==> config.mk <==
export PLATFORM = sky130hd
export DESIGN_NAME = gnss_code_nco_epl
export DESIGN_NICKNAME = d
export VERILOG_FILES = /design/src/rtl/gnss_code_nco_epl.sv
export SDC_FILE = /design/constraint.sdc
export NUM_CORES = 1
export LEC_CHECK = 0
export ABC_AREA = 1
export CORE_MARGIN = 8
export CORE_UTILIZATION = 54
export CTS_BUF_LIST = sky130_fd_sc_hd__clkbuf_4 sky130_fd_sc_hd__clkbuf_8
export DETAILED_ROUTE_END_ITERATION = 10
export PLACE_DENSITY = 0.8
export SYNTH_ARGS = -nofsm -noshare
export SYNTH_HDL_FRONTEND = slang
export SYNTH_SLANG_ARGS = --single-unit
==> constraint.sdc <==
create_clock -name clk -period 2.9 [get_ports clk]
set_input_delay 0.87 -clock clk [delete_from_list [all_inputs] [get_ports clk]]
set_output_delay 0.87 -clock clk [all_outputs]
set_load 0.05 [all_outputs]
==> src/rtl/gnss_code_nco_epl.sv <==
// GPS L1 C/A code generator paced by a half-chip code NCO, with early/prompt/late
// replicas from a half-chip delay line and a handshaked whole-chip slew port.
module gnss_code_nco_epl #(
    parameter int NCO_WIDTH  = 32,
    parameter int SPACING_HC = 1,
    parameter int CODE_LEN   = 1023
) (
    input  logic                 clk,
    input  logic                 rst,
    input  logic                 en,
    input  logic                 clear,
    input  logic [4:0]           sv,
    input  logic [NCO_WIDTH-1:0] fcw,
    input  logic                 slew_valid,
    input  logic [9:0]           slew_chips,
    output logic                 slew_ready,
    output logic                 early,
    output logic                 prompt,
    output logic                 late,
    output logic [9:0]           chip,
    output logic                 epoch,
    output logic                 chip_tick
);
    // state    | meaning
    // ST_TRACK | NCO paces the generator; slew requests accepted
    // ST_SLEW  | one generator step per en cycle until the slew count expires

    localparam int DL = 2 * SPACING_HC;
    localparam logic [9:0] CHIP_LAST = 10'(CODE_LEN - 1);

    typedef enum logic {ST_TRACK, ST_SLEW} state_t;

    state_t                 state_q, state_d;
    logic [10:1]            g1_q, g2_q;
    logic [4:0]             sv_q;
    logic                   first_q;
    logic [9:0]             chip_q;
    logic [NCO_WIDTH-1:0]   phase_q;
    logic                   half_q;
    logic [DL-1:0]          dl_q;
    logic [9:0]             slew_cnt_q;
    logic                   epoch_q, chip_tick_q;

    logic                   nco_run, slew_load, slew_step;
    logic [NCO_WIDTH:0]     nco_sum;
    logic                   hc_tick, gen_step;
    logic [10:1]            g1_next, g2_next;
    logic [9:0]             chip_next;
    logic [DL:0]            dl_one;
    logic [DL+1:0]          dl_two;

    // Output tap pair of G2 for each PRN (sv 0 = PRN1).
    function automatic logic g2_tap(input logic [10:1] g, input logic [4:0] prn);
        case (prn)
            5'd0:  g2_tap = g[2] ^ g[6];
            5'd1:  g2_tap = g[3] ^ g[7];
            5'd2:  g2_tap = g[4] ^ g[8];
            5'd3:  g2_tap = g[5] ^ g[9];
            5'd4:  g2_tap = g[1] ^ g[9];
            5'd5:  g2_tap = g[2] ^ g[10];
            5'd6:  g2_tap = g[1] ^ g[8];
            5'd7:  g2_tap = g[2] ^ g[9];
            5'd8:  g2_tap = g[3] ^ g[10];
            5'd9:  g2_tap = g[2] ^ g[3];
            5'd10: g2_tap = g[3] ^ g[4];
            5'd11: g2_tap = g[5] ^ g[6];
            5'd12: g2_tap = g[6] ^ g[7];
            5'd13: g2_tap = g[7] ^ g[8];
            5'd14: g2_tap = g[8] ^ g[9];
            5'd15: g2_tap = g[9] ^ g[10];
            5'd16: g2_tap = g[1] ^ g[4];
            5'd17: g2_tap = g[2] ^ g[5];
            5'd18: g2_tap = g[3] ^ g[6];
            5'd19: g2_tap = g[4] ^ g[7];
            5'd20: g2_tap = g[5] ^ g[8];
            5'd21: g2_tap = g[6] ^ g[9];
            5'd22: g2_tap = g[1] ^ g[3];
            5'd23: g2_tap = g[4] ^ g[6];
            5'd24: g2_tap = g[5] ^ g[7];
            5'd25: g2_tap = g[6] ^ g[8];
            5'd26: g2_tap = g[7] ^ g[9];
            5'd27: g2_tap = g[8] ^ g[10];
            5'd28: g2_tap = g[1] ^ g[6];
            5'd29: g2_tap = g[2] ^ g[7];
            5'd30: g2_tap = g[3] ^ g[8];
            default: g2_tap = g[4] ^ g[9];
        endcase
    endfunction

    always_comb begin
        state_d   = state_q;
        nco_run   = 1'b0;
        slew_load = 1'b0;
        slew_step = 1'b0;
        case (state_q)
            ST_TRACK: begin
                nco_run = en;
                // A zero-chip request is accepted but needs no steps, so ready stays high.
                if (slew_valid && (slew_chips != 10'd0)) begin
                    slew_load = 1'b1;
                    state_d   = ST_SLEW;
                end
            end
            ST_SLEW: begin
                if (en) begin
                    slew_step = 1'b1;
                    if (slew_cnt_q == 10'd1) state_d = ST_TRACK;
                end
            end
            default: state_d = ST_TRACK;
        endcase
        if (clear) state_d = ST_TRACK;
    end

    always_ff @(posedge clk or posedge rst) begin
        if (rst) state_q <= ST_TRACK;
        else     state_q <= state_d;
    end

    assign nco_sum   = {1'b0, phase_q} + {1'b0, fcw};
    assign hc_tick   = nco_run && nco_sum[NCO_WIDTH];
    assign gen_step  = slew_step || (hc_tick && half_q);

    assign g1_next   = {g1_q[9:1], g1_q[3] ^ g1_q[10]};
    assign g2_next   = {g2_q[9:1], g2_q[2] ^ g2_q[3] ^ g2_q[6] ^ g2_q[8] ^ g2_q[9] ^ g2_q[10]};
    assign chip_next = (chip_q == CHIP_LAST) ? 10'd0 : chip_q + 10'd1;

    assign early     = g1_q[10] ^ g2_tap(g2_q, sv_q);
    // A slew step covers a whole chip, i.e. two half-chip positions of the delay line.
    assign dl_one    = {dl_q, early};
    assign dl_two    = {dl_q, early, early};

    always_ff @(posedge clk or posedge rst) begin
        if (rst) begin
            g1_q        <= '1;
            g2_q        <= '1;
            sv_q        <= 5'd0;
            first_q     <= 1'b1;
            chip_q      <= 10'd0;
            phase_q     <= '0;
            half_q      <= 1'b0;
            dl_q        <= '0;
            slew_cnt_q  <= 10'd0;
            epoch_q     <= 1'b0;
            chip_tick_q <= 1'b0;
        end else begin
            epoch_q     <= 1'b0;
            chip_tick_q <= 1'b0;
            first_q     <= 1'b0;
            if (first_q || clear) sv_q <= sv;
            if (clear) begin
                g1_q       <= '1;
                g2_q       <= '1;
                chip_q     <= 10'd0;
                phase_q    <= '0;
                half_q     <= 1'b0;
                dl_q       <= '0;
                slew_cnt_q <= 10'd0;
                epoch_q    <= 1'b1;
            end else begin
                if (slew_load)      slew_cnt_q <= slew_chips;
                else if (slew_step) slew_cnt_q <= slew_cnt_q - 10'd1;

                if (nco_run) begin
                    phase_q <= nco_sum[NCO_WIDTH-1:0];
                    if (hc_tick) half_q <= ~half_q;
                end

                if (slew_step)    dl_q <= dl_two[DL-1:0];
                else if (hc_tick) dl_q <= dl_one[DL-1:0];

                if (gen_step) begin
                    g1_q        <= g1_next;
                    g2_q        <= g2_next;
                    chip_q      <= chip_next;
                    chip_tick_q <= 1'b1;
                    epoch_q     <= (chip_next == 10'd0);
                end
            end
        end
    end

    assign slew_ready = (state_q == ST_TRACK);
    assign prompt     = dl_q[SPACING_HC-1];
    assign late       = dl_q[DL-1];
    assign chip       = chip_q;
    assign epoch      = epoch_q;
    assign chip_tick  = chip_tick_q;

endmodule

; ---- Word-level counts from Yosys, hierarchy flattened
; Cells that the tools add are included.
[totals]
regBits = 84
wordCells = 133
in_bits = 52
[op_classes]
bitwise_logic = 40
add_sub_neg = 3
eq_ne = 32
mux = 32
n_reduce_logical = 14
[op_table]
columns = operator, count
row1 = $mux 10, 10
row2 = $eq 5x5->1 const B, 15
row3 = $mux 32, 2
row4 = $eq 5x4->1 const B, 8
row5 = $xor 1x1->1, 38
row6 = $add 32x32->33, 1
row7 = $pmux 1 s31, 1
row8 = $eq 5x3->1 const B, 4
row9 = $mux 1, 15
row10 = $add 10x1->10 const B, 1
row11 = $eq 10x1->1 const B, 1
row12 = $eq 10x10->1 const B, 1
row13 = $eq 5x2->1 const B, 2
row14 = $logic_not 10->1, 1
row15 = $reduce_bool 10->1, 1
row16 = $sub 10x1->10 const B, 1
row17 = $mux 2, 3
row18 = $reduce_bool 2->1, 3
row19 = $reduce_bool 3->1, 2
row20 = $eq 5x1->1 const B, 1
row21 = $logic_not 5->1, 1
row22 = $logic_and 1x1->1, 3
row23 = $logic_or 1x1->1, 2
row24 = $not 1->1, 2
row25 = other kinds (2), 2

; ---- Depth between registers and ports, before layout
; Gate-level depths: netlist (run 1).
[depth]
ltp_word = 7
mapped_depth = 18

; ---- Worst setup path before layout (run 1)
; No wires, ideal clock.
[synth_timing]
path_kind = input to register
from = input port fcw[0]
to = register chip_q[9], in the netlist chip[9]
setup_ps = 74
arrival_time_ps = 2846
slack_ps = -20
stages = 16
cell_sequence = ha_1 > inv_1 > fa_1 > nand3b_1 > nand2_1 > a21oi_2 > o21ai_2 > nand2_1 > nand2_1 > nand4_1 > nand2_2 > nand3_4 > a21oi_4 > buf_6 > nand2_1 > o21ai_2
[synth_via]
elab_chain_cells = 5
[synth_rtl]
columns = element, line_no
row1 = "start, declared", 13  ; input logic [NCO_WIDTH-1:0] fcw,
row2 = $add 32x32->33, 120  ; assign nco_sum = {1'b0, phase_q} + {1'b0, fcw};
row3 = $logic_and 1x1->1, 121  ; assign hc_tick = nco_run && nco_sum[NCO_WIDTH];
row4 = $logic_and 1x1->1, 122  ; assign gen_step = slew_step || (hc_tick && half_q);
row5 = $logic_or 1x1->1, 122
row6 = $reduce_bool 2->1 (no line), --
row7 = "end signal, assigned", 175  ; chip_q <= chip_next;
row8 = "end, declared", 37  ; logic [9:0] chip_q;
; Every way passes these cells.
; A chain may end at the register's enable or synchronous reset.

; ---- Worst setup path after layout (run 1)
[layout_timing]
from = register sv_q[2]
to = output port early
[layout_via]
elab_chain_cells = 3
[layout_rtl]
columns = element, line_no
row1 = "start, declared", 35  ; logic [4:0] sv_q;
row2 = "start signal, assigned", 150  ; if (first_q || clear) sv_q <= sv;
row3 = "$eq 5x5->1, or another cell as far along", 54  ; case (prn)
row4 = $pmux 1 s31 *, 54
row5 = $xor 1x1->1 *, 128  ; assign early = g1_q[10] ^ g2_tap(g2_q, sv_q);
row6 = "end, declared", 17  ; output logic early,
; Every way passes the cells marked *; elsewhere a longest branch is shown, timed or not.

==> results of run 1 <==
## kinds of logic (layout without fill, tap and decap cells)
family,after synthesis,in the layout
buffers and inverters,132,365
AO/OA/AOI/OAI,197,197
adder cells (fa/ha/maj),37,37
other,1,1
multiplexers,4,4
XOR/XNOR,17,17
AND/OR/NAND/NOR,461,462
flip-flops,84,84
## worst reg2reg max path: cells and delay by family (launching register included)
| family | cells | cell delay (ns) |
|---|---|---|
| compound gates | 3 | 0.41 |
| buf+inv | 4 | 0.42 |
| flops | 1 | 0.41 |
| simple gates | 9 | 0.94 |
| fa+ha+maj | 2 | 0.49 |
## registers in the layout, summed over array words and instances, names as in the netlist
register / flops
g2_q: 10
state_q: 1
phase_q: 32
first_q: 1
epoch: 1
slew_cnt_q: 10
half_q: 1
chip: 10
sv_q: 5
chip_tick: 1
g1_q: 10
dl_q: 2
## where the power goes
part / internal, uW / leakage, uW / switching (uW) / total, uW
Clock: 554 / 0.000121 / 449 / 1000
Combinational: 837 / 0.00365 / 952 / 1790
Sequential: 1290 / 0.00105 / 99.2 / 1390
Total: 2690 / 0.00483 / 1500 / 4190
## final cells by class
cell class	instances	share of cell area
Timing Repair Buffer	235	0.230
Multi-Input combinational cell	718	0.455
Clock buffer	13	0.0175
Sequential cell	84	0.225
Tap cell	147	0.0194
Clock inverter	3	0.00725
Inverter	114	0.0460
## per-layer routing
metal,vias up,part of all wire
met4,0,0.033
met5,-,0
met3,93,0.070
met2,409,0.50
li1,3572,-
met1,3578,0.40
## metrics by stage
stage	util	instance area, um2	total power, uW	instances
global placement	0.704	8310	2820	1266
global route	0.803	9490	4390	1314
CTS	0.754	8910	3930	1299
detailed placement	0.704	8310	2850	1266
floorplan	-	6430	2190	933
finish	0.803	9490	4190	1314
## cells in the mapped netlist, drive strengths merged, types with 3 or more instances
library cell  number
a21o               7
nor3              13
xor2              14
ha                36
dfstp             21
or2                3
o22ai              9
buf                8
o21ai             78
nor2             104
dfrtp             63
xnor2              3
nand2            241
nand3             79
nand4             11
inv              114
a21oi             77
clkbuf            10
mux2i              4
a31oi              4
nor4               8
o21bai             7
o31ai              3
a221oi             3
## worst max path at each step
stage / to / startpoint / cells after the start / slack [ns]
floorplan: chip[9] / fcw[0] / 16 / 0.005
global placement: chip[3] / fcw[0] / 17 / -0.47
detailed placement: chip[5] / fcw[0] / 17 / -0.53
CTS: early / sv_q[3] / 15 / -0.37
global route: early / sv_q[1] / 16 / -0.59
finish: early / sv_q[2] / 15 / -0.51
## timing repair
item	in CTS	in global routing
buffers inserted	13	15
endpoints found under the setup margin	42	43
resized for setup	48	99
pin swaps	27	32
cloned	4	0
==> results.txt, run 1 <==
H-Tree Depth - 3
Hold wc startpoint - g1_q[5]
Largest cells by area after synthesis - dfrtp_1 (25%), nand2_1 (14%), dfstp_2 (8.6%)
Crit path cell chain - nor2_4 -> buf_4 -> nand3_1 -> nand2_1 -> nor3_4 -> buf_4 -> inv_1 -> nand3_2 -> buf_6 -> inv_2 -> nor2_2 -> nand2_2 -> nand3_2 -> nand2_4 -> buf_12
Met1 Resource Use GR - 0.299
CP required - 2.03 ns
R2R Setup Slk - 0.16 ns
Arrival time at the worst endpoint - 2.54 ns
DRT Pass-1 Iters - 6
Lkg Pwr - 0.00483 uW
Antenna diodes - 0
Synthesis warning total - 0
Max cap viols - 0
Mapped Nets - 1022
CORE AREA - 11800 um2
Vias - 7652
Cell Pwr Density - 441 nW/um2
Final #Nets - 1251
Cell Area, Synth - 6420 um2
Max IR drop VDD - 0.320 mV
Crit end category - output pin
Num ports - 68
Initial antenna violation count - 0
Period Utilization, post-route - 1.18
Commonest non-fill, non-tap cell in the layout - nand2_1
Most frequent cells in the layout - nand2_1 (216), buf_4 (147), inv_1 (98)
Multi-input logic area - 4320 um2
Post-synth top area share - 0.245
Biggest cell delay along the critical path - 0.50 ns
Netlist cell types - 48
Startpoint Class - flop
Setup Viol. Count Final - 29
RD Place Congestion - 0.934
Min-Delay Path Depth - 2
Min-Delay Endpoint - g1_q[5]
Setup Crit Path Kind - reg2out
GR Util met3 - 0.0510
Ys async rst share - 1.00
CTS Root Cell - clkbuf_8
Wirelength per Cell - 16.9 um
Top delay family on crit path - simple AND/OR/NAND/NOR gates
Worst-case clock buffer depth - 2
HP Class - reg2reg
Antenna-violating nets left - 0
Mux cell area share after synthesis - 0.00623
Fmax - 293 MHz
Filler instances - 728
Routed wire length - 22300 um
Worst-Margin Slew - 0.599 ns
First-pass GRT wire length - 32000 um
Minimum clock period - 3.41 ns
Grt ovf - 0
Post-DP HPWL - 13700 um
Busiest layer in global routing - met2
WHS - 0.476 ns
Simple-Gate Fraction of Synth Area - 0.307
Initial Util - 0.544
Routing usage on met2 - 0.417
Critical R2R Capture - g2_q[8]
Cell type with the largest total area after synthesis - dfrtp_1
Setup_tns - -1.38 ns
Synthesized flop and latch total - 84
Outcome - finished with violations
Main combinational cell family by area after synthesis - simple AND/OR/NAND/NOR gates
Clock-pin transition on the worst setup and hold timing paths - 0.08 ns
Die area - 15600 um2
Synth Area in XOR/XNOR - 0.0232
Insertion delay of the later-clocked pin in the worst-skew pair - 0.38 ns
Final-report max-slew violation count - 0
Vias in the first global route - 7046
Sink Count - 84
Share of layout cells above drive strength 1 - 0.290
Buffers & Inverters on Critical Path - 6
Die Height - 125 um
Area growth syn-to-layout - 47.8%
Die X - 125 um
Pin count of the biggest net entering global routing - 33
Post-Synthesis Cells - 933
Length in cells of the worst reg-to-reg path - 18
Worst r2r src - phase_q[0]
Placement Setup Slack - -0.535 ns
Predominant post-synthesis flop cell - dfrtp_1
Slowest-stage cell, CP - dfrtp_2
Unrepaired setup endpoints after global routing - yes
# hold bufs at CTS - 0
Violated checks - negative setup slack
Skew final - 0.0102 ns
FP Rows - 40
Crit Path Max Fanout - 8
CTS buffer count - 9
Number of flops mapped to enable cells by yosys - 0
GRT Util Overall - 0.242
Avg Synthesized Cell Area - 6.88 um2
Rel. slew slack - 0.600
Via density per instance - 5.82
Final hold violations - 0
Synth Area in Adders - 0.0733
Seq/Total Area, Yosys - 0.331
Register area - 2130 um2
Initial DRC count - 913
Final worst slack - -0.515 ns
Drt drc - 0
# port buffers - 67
CTS tree - yes
Area fraction in compound gates after synthesis - 0.176
No activity file was read; power rests on OpenSTA's default activity.
==> run 2, diff against run 1 <==
--- a/config.mk
+++ b/config.mk
@@ -7,10 +7,10 @@
 export LEC_CHECK = 0
 export ABC_AREA = 1
 export CORE_MARGIN = 8
-export CORE_UTILIZATION = 54
+export CORE_UTILIZATION = 59
 export CTS_BUF_LIST = sky130_fd_sc_hd__clkbuf_4 sky130_fd_sc_hd__clkbuf_8
 export DETAILED_ROUTE_END_ITERATION = 10
-export PLACE_DENSITY = 0.8
+export PLACE_DENSITY = 0.83
 export SYNTH_ARGS = -nofsm -noshare
 export SYNTH_HDL_FRONTEND = slang
 export SYNTH_SLANG_ARGS = --single-unit
==> constraint.sdc (replaced) <==
create_clock -name clk -period 3.3 [get_ports clk]
set_input_delay 0.99 -clock clk [delete_from_list [all_inputs] [get_ports clk]]
set_output_delay 0.99 -clock clk [all_outputs]
set_load 0.05 [all_outputs]
==> run 2 against run 1 <==
Effect of this change:
- the run still ends with negative setup slack left
- first-iteration DRC count decreased by 3.8%
- die area decreased by 7.4%
- critical path type unchanged
- largest power group is now registers
- sequential cell count unchanged
- sequential share of layout area increased by 3.3 points
- clock power decreased by 23%
==> results.txt, run 2 (synthesized netlist as in run 1, its figures left out) <==
Outcome - finished with violations
Violated checks - negative setup slack
Critical R2R Capture - chip[6]
Clock-pin transition on the worst setup and hold timing paths - 0.09 ns
Most frequent cells in the layout - nand2_1 (229), inv_1 (104), nor2_1 (85)
Final hold violations - 0
Filler instances - 785
Max cap viols - 0
Drt drc - 0
Fin area - 8270 um2
Placed inst area - 7560 um2
Die area - 14500 um2
Final #Nets - 1152
CORE AREA - 10700 um2
# hold bufs at CTS - 0
Setup Viol. Count Final - 1
Via density per instance - 5.83
Antenna-violating nets left - 0
CTS buffer count - 9
Final Core Density - 0.770
FP Rows - 38
Minimum clock period - 3.52 ns
Worst-Margin Slew - 0.721 ns
Arrival time at the worst endpoint - 2.53 ns
Period Utilization, post-route - 1.07
Fmax - 284 MHz
Initial DRC count - 878
Reg with most FFs - phase_q
Initial antenna violation count - 0
DRT Pass-1 Iters - 8
Hold wc startpoint - g1_q[4]
Worst r2r src - phase_q[0]
Pin count of the biggest net entering global routing - 43
Insertion delay of the later-clocked pin in the worst-skew pair - 0.37 ns
Sink Count - 84
Area growth syn-to-layout - 28.8%
First-pass GRT wire length - 29200 um
Grt ovf - 0
# port buffers - 67
Unrepaired setup endpoints after global routing - yes
Placement Setup Slack - -0.268 ns
Critical path origin - sv_q[2]
Routed wire length - 19000 um
Die X - 120 um
Setup Crit Path Kind - reg2out
Length in cells of the worst reg-to-reg path - 16
CP required - 2.31 ns
Startpoint Class - flop
Max IR drop VDD - 0.243 mV
Min-Delay Path Depth - 2
Vias in the first global route - 6387
GRT Util Overall - 0.241
Cell Pwr Density - 386 nW/um2
Final-report max-slew violation count - 0
Post-DP HPWL - 12900 um
RD Place Congestion - 0.969
H-Tree Depth - 3
Skew final - 0.0210 ns
Crit end category - output pin
Share of layout cells above drive strength 1 - 0.176
Antenna diodes - 0
Die Height - 120 um
Power, Total - 3190 uW
CTS tree - yes
Commonest non-fill, non-tap cell in the layout - nand2_1
Num ports - 68
R2R Setup Slk - 0.62 ns
Initial Util - 0.598
Crit Path Max Fanout - 8
Worst-case clock buffer depth - 2
Min-Delay Endpoint - g1_q[4]
Final worst slack - -0.216 ns
Lkg Pwr - 0.00421 uW
CTS Root Cell - clkbuf_8
Wirelength per Cell - 15.7 um
Vias - 7048
HP Class - reg2reg
Rel. slew slack - 0.517
Max reg flops - 32
-- run 2: cell count changes in the layout (fill, tap and decap cells not counted), sizes merged --
cell / previous run / this run
dlymetal6s2s: 11 / 2
inv: 113 / 114
clkbuf: 15 / 11
bufinv: 2 / 1
clkinv: 1 / 3
clkdlybuf4s50: 53 / 64
nor2: 104 / 107
clkinvlp: 1 / 3
buf: 169 / 65
-- run 2: critical path: stages, from the launching register on --
cell and delay [ns]:
dfrtp_2 0.50, nor2_4 0.30, buf_6 0.15, nand4_1 0.11
nand3_1 0.12, nor2_1 0.06, nand2_2 0.08, nand2_1 0.05
nand2_1 0.08, nand3_2 0.13, nand3_2 0.10, o21bai_1 0.07
nand2_1 0.13, nand2_2 0.11, buf_12 0.16
-- run 2: area by class of cell --
cell class | count | area [um2] | share of cell area
Inverter | 114 | 442 | 0.0534
Clock inverter | 7 | 75.1 | 0.00908
Multi-Input combinational cell | 721 | 3980 | 0.481
Timing Repair Buffer | 133 | 1340 | 0.162
Sequential cell | 84 | 2130 | 0.258
Tap cell | 140 | 175 | 0.0212
Clock buffer | 9 | 124 | 0.0150
-- run 2: repair_timing --
item,in CTS,in global routing
buffers inserted,4,15
setup endpoints to repair,1,25
resized for setup,29,47
gates cloned,2,4
pin swaps,6,25
-- run 2: power by group --
group          switching, uW  internal, uW
combinational            711           492
clock                    420           352
sequential              77.5          1140
-- run 2: per-layer routing --
metal  track usage  part of all wire  wire length [um]
met4        0.0726             0.025               476
met3        0.0452             0.071              1350
met5             0                 0                 0
met2         0.395              0.48              9120
met1         0.318              0.42              8010
-- run 2: how the worst max path moves through the flow --
stage / endpoint / cells after the start
3_3_place_gp: chip[9] / 17
2_1_floorplan: chip[0] / 1
6_report: early / 14
3_5_place_dp: g2_q[2] / 17
4_1_cts: early / 13
5_1_grt: early / 15
-- run 2: through the flow --
step,cells,hold slack [ns],setup TNS [ns]
floorplan,933,0.440,0
global placement,1167,0.450,-6.18
detailed placement,1167,0.456,-8.51
CTS,1189,0.468,-0.0399
global route,1208,0.489,-1.59
finish,1208,0.471,-0.216
==> run 3, diff against run 2 <==
--- a/config.mk
+++ b/config.mk
@@ -10,7 +10,9 @@
 export CORE_UTILIZATION = 59
 export CTS_BUF_LIST = sky130_fd_sc_hd__clkbuf_4 sky130_fd_sc_hd__clkbuf_8
 export DETAILED_ROUTE_END_ITERATION = 10
+export GPL_TIMING_DRIVEN = 0
 export PLACE_DENSITY = 0.83
+export SLEW_MARGIN = 20
 export SYNTH_ARGS = -nofsm -noshare
 export SYNTH_HDL_FRONTEND = slang
 export SYNTH_SLANG_ARGS = --single-unit
==> run 3 against run 2 <==
Effect of this change:
- the run still ends with negative setup slack left
- cell area decreased by 4.8%
- critical path type unchanged
- worst hold slack got worse by 0.0038 ns
- utilization decreased by 3.7 points
- sequential share of layout area up 1.3 points
- sequential cell count did not move
- non-clock buffer count decreased by 26
- largest power group unchanged
- die area did not move
- critical endpoint unchanged
- total power fell by 1.7%
==> results.txt, run 3 (synthesized netlist as in run 1, its figures left out) <==
Outcome - finished with violations
Violated checks - negative setup slack
WHS - 0.468 ns
Die Height - 120 um
CTS tree - yes
Grt ovf - 0
Final worst slack - -0.150 ns
Crit end category - output pin
Final hold violations - 0
Via density per instance - 5.67
Slowest-stage cell, CP - dfrtp_2
Most frequent cells in the layout - nand2_1 (230), inv_1 (105), nor2_1 (86)
Skew final - 0.0118 ns
Sink Count - 84
CORE AREA - 10700 um2
Cell Pwr Density - 398 nW/um2
Vias - 6695
Minimum clock period - 3.45 ns
Wirelength per Cell - 14.6 um
Top delay family on crit path - simple AND/OR/NAND/NOR gates
CP required - 2.31 ns
Startpoint Class - flop
HP Class - reg2reg
Fmax - 290 MHz
Worst r2r src - phase_q[0]
Arrival time at the worst endpoint - 2.46 ns
Max cap viols - 0
Critical R2R Capture - chip[5]
Reg with most FFs - phase_q
Biggest cell delay along the critical path - 0.49 ns
First-pass GRT wire length - 28900 um
Hold wc startpoint - g1_q[8]
Initial antenna violation count - 0
Final-report max-slew violation count - 0
Routed wire length - 17200 um
Drt drc - 0
Min-Delay Endpoint - g1_q[8]
# port buffers - 67
Initial Util - 0.598
Setup Viol. Count Final - 1
Multi-input logic area - 3920 um2
Crit path cell chain - inv_4 -> nor2_4 -> buf_6 -> nand3_1 -> nand2_1 -> inv_1 -> nand2_1 -> nor2_1 -> nand2_1 -> nor2_2 -> nor2_2 -> nand3_1 -> o21bai_1 -> nand2_1 -> nand2_2 -> buf_8
Rel. slew slack - 0.398
FP Rows - 38
Register area - 2130 um2
Power, Total - 3140 uW
Die area - 14500 um2
H-Tree Depth - 3
Placement Setup Slack - -0.577 ns
Setup Crit Path Kind - reg2out
Lkg Pwr - 0.00398 uW
Crit Path Max Fanout - 8
Final Core Density - 0.733
Min-Delay Path Depth - 2
CTS buffer count - 9
Insertion delay of the later-clocked pin in the worst-skew pair - 0.36 ns
Final #Nets - 1124
Num ports - 68
Share of layout cells above drive strength 1 - 0.137
R2R Setup Slk - 0.74 ns
Length in cells of the worst reg-to-reg path - 16
Pin count of the biggest net entering global routing - 60
Clock-pin transition on the worst setup and hold timing paths - 0.09 ns
Vias in the first global route - 6123
Worst-Margin Slew - 0.900 ns
Area growth syn-to-layout - 22.6%
Antenna diodes - 0
Unrepaired setup endpoints after global routing - yes
Max IR drop VDD - 0.330 mV
Filler instances - 868
Period Utilization, post-route - 1.05
Die X - 120 um
Post-DP HPWL - 12500 um
RD Place Congestion - 0.953
Antenna-violating nets left - 0
Max reg flops - 32
Commonest non-fill, non-tap cell in the layout - nand2_1
GRT Util Overall - 0.238
Setup_tns - -0.150 ns
CTS Root Cell - clkbuf_8
DRT Pass-1 Iters - 5
Worst-case clock buffer depth - 2
Critical path depth - 16
Buffers & Inverters on Critical Path - 4
Most frequent CP cell - nand2_1
Initial DRC count - 738
run 3: cell count changes in the layout (fill, tap and decap cells not counted), moves of 4 or more:
| cell | before | now |
|---|---|---|
| buf_12 | 9 | 0 |
| buf_4 | 50 | 23 |
| clkbuf_1 | 0 | 9 |
| nand3_1 | 62 | 67 |
| nand3_2 | 16 | 11 |
| nor2_2 | 15 | 11 |
run 3: area by class of cell:
class                      instances  area share
multi-input combinational        719       0.498
sequential                        84       0.271
timing repair buffer              89       0.110
inverter                         114      0.0553
tap                              140      0.0223
clock buffer                      10      0.0175
buffer                            18      0.0145
clock inverter                     6      0.0110
run 3: routing by layer:
metal	GRT usage	vias up	wire [um]
met1	0.336	3055	7960
met3	0.0466	53	1200
met2	0.366	276	7700
li1	-	3311	-
met5	0	-	0
met4	0.0656	0	366
run 3: where the power goes:
part / switching [uW] / internal [uW]
logic: 675 / 414
registers: 74.3 / 1140
clock network: 389 / 447
total: 1140 / 2000
run 3: worst max path at each step:
stage | end | slack [ns] | start
after global placement | epoch | -1.20 | rst
after global routing | early | -0.33 | sv_q[0]
final | early | -0.15 | sv_q[3]
after CTS | early | -0.06 | sv_q[3]
after floorplan | chip[0] | 0.18 | rst
after detailed placement | chip[9] | -0.58 | fcw[0]
run 3: worst min-delay path, stage by stage, from the launching register on:
cell and delay, ns:
dfstp_2 0.38, nand2_1 0.05, nand2_1 0.04
run 3: what timing repair did:
item / in CTS / in global routing
resized for setup: 48 / 19
setup buffers: 9 / 11
pin swaps: 14 / 20
cloned: 3 / 0
hold buffers: 0 / 0
endpoints found under the setup margin: 37 / 30
run 3: through the flow:
stage / instance area (um2) / instances
after floorplan: 6420 / 933
after global placement: 7270 / 1140
after detailed placement: 7300 / 1141
after CTS: 7720 / 1169
after global routing: 7870 / 1180
final: 7870 / 1180
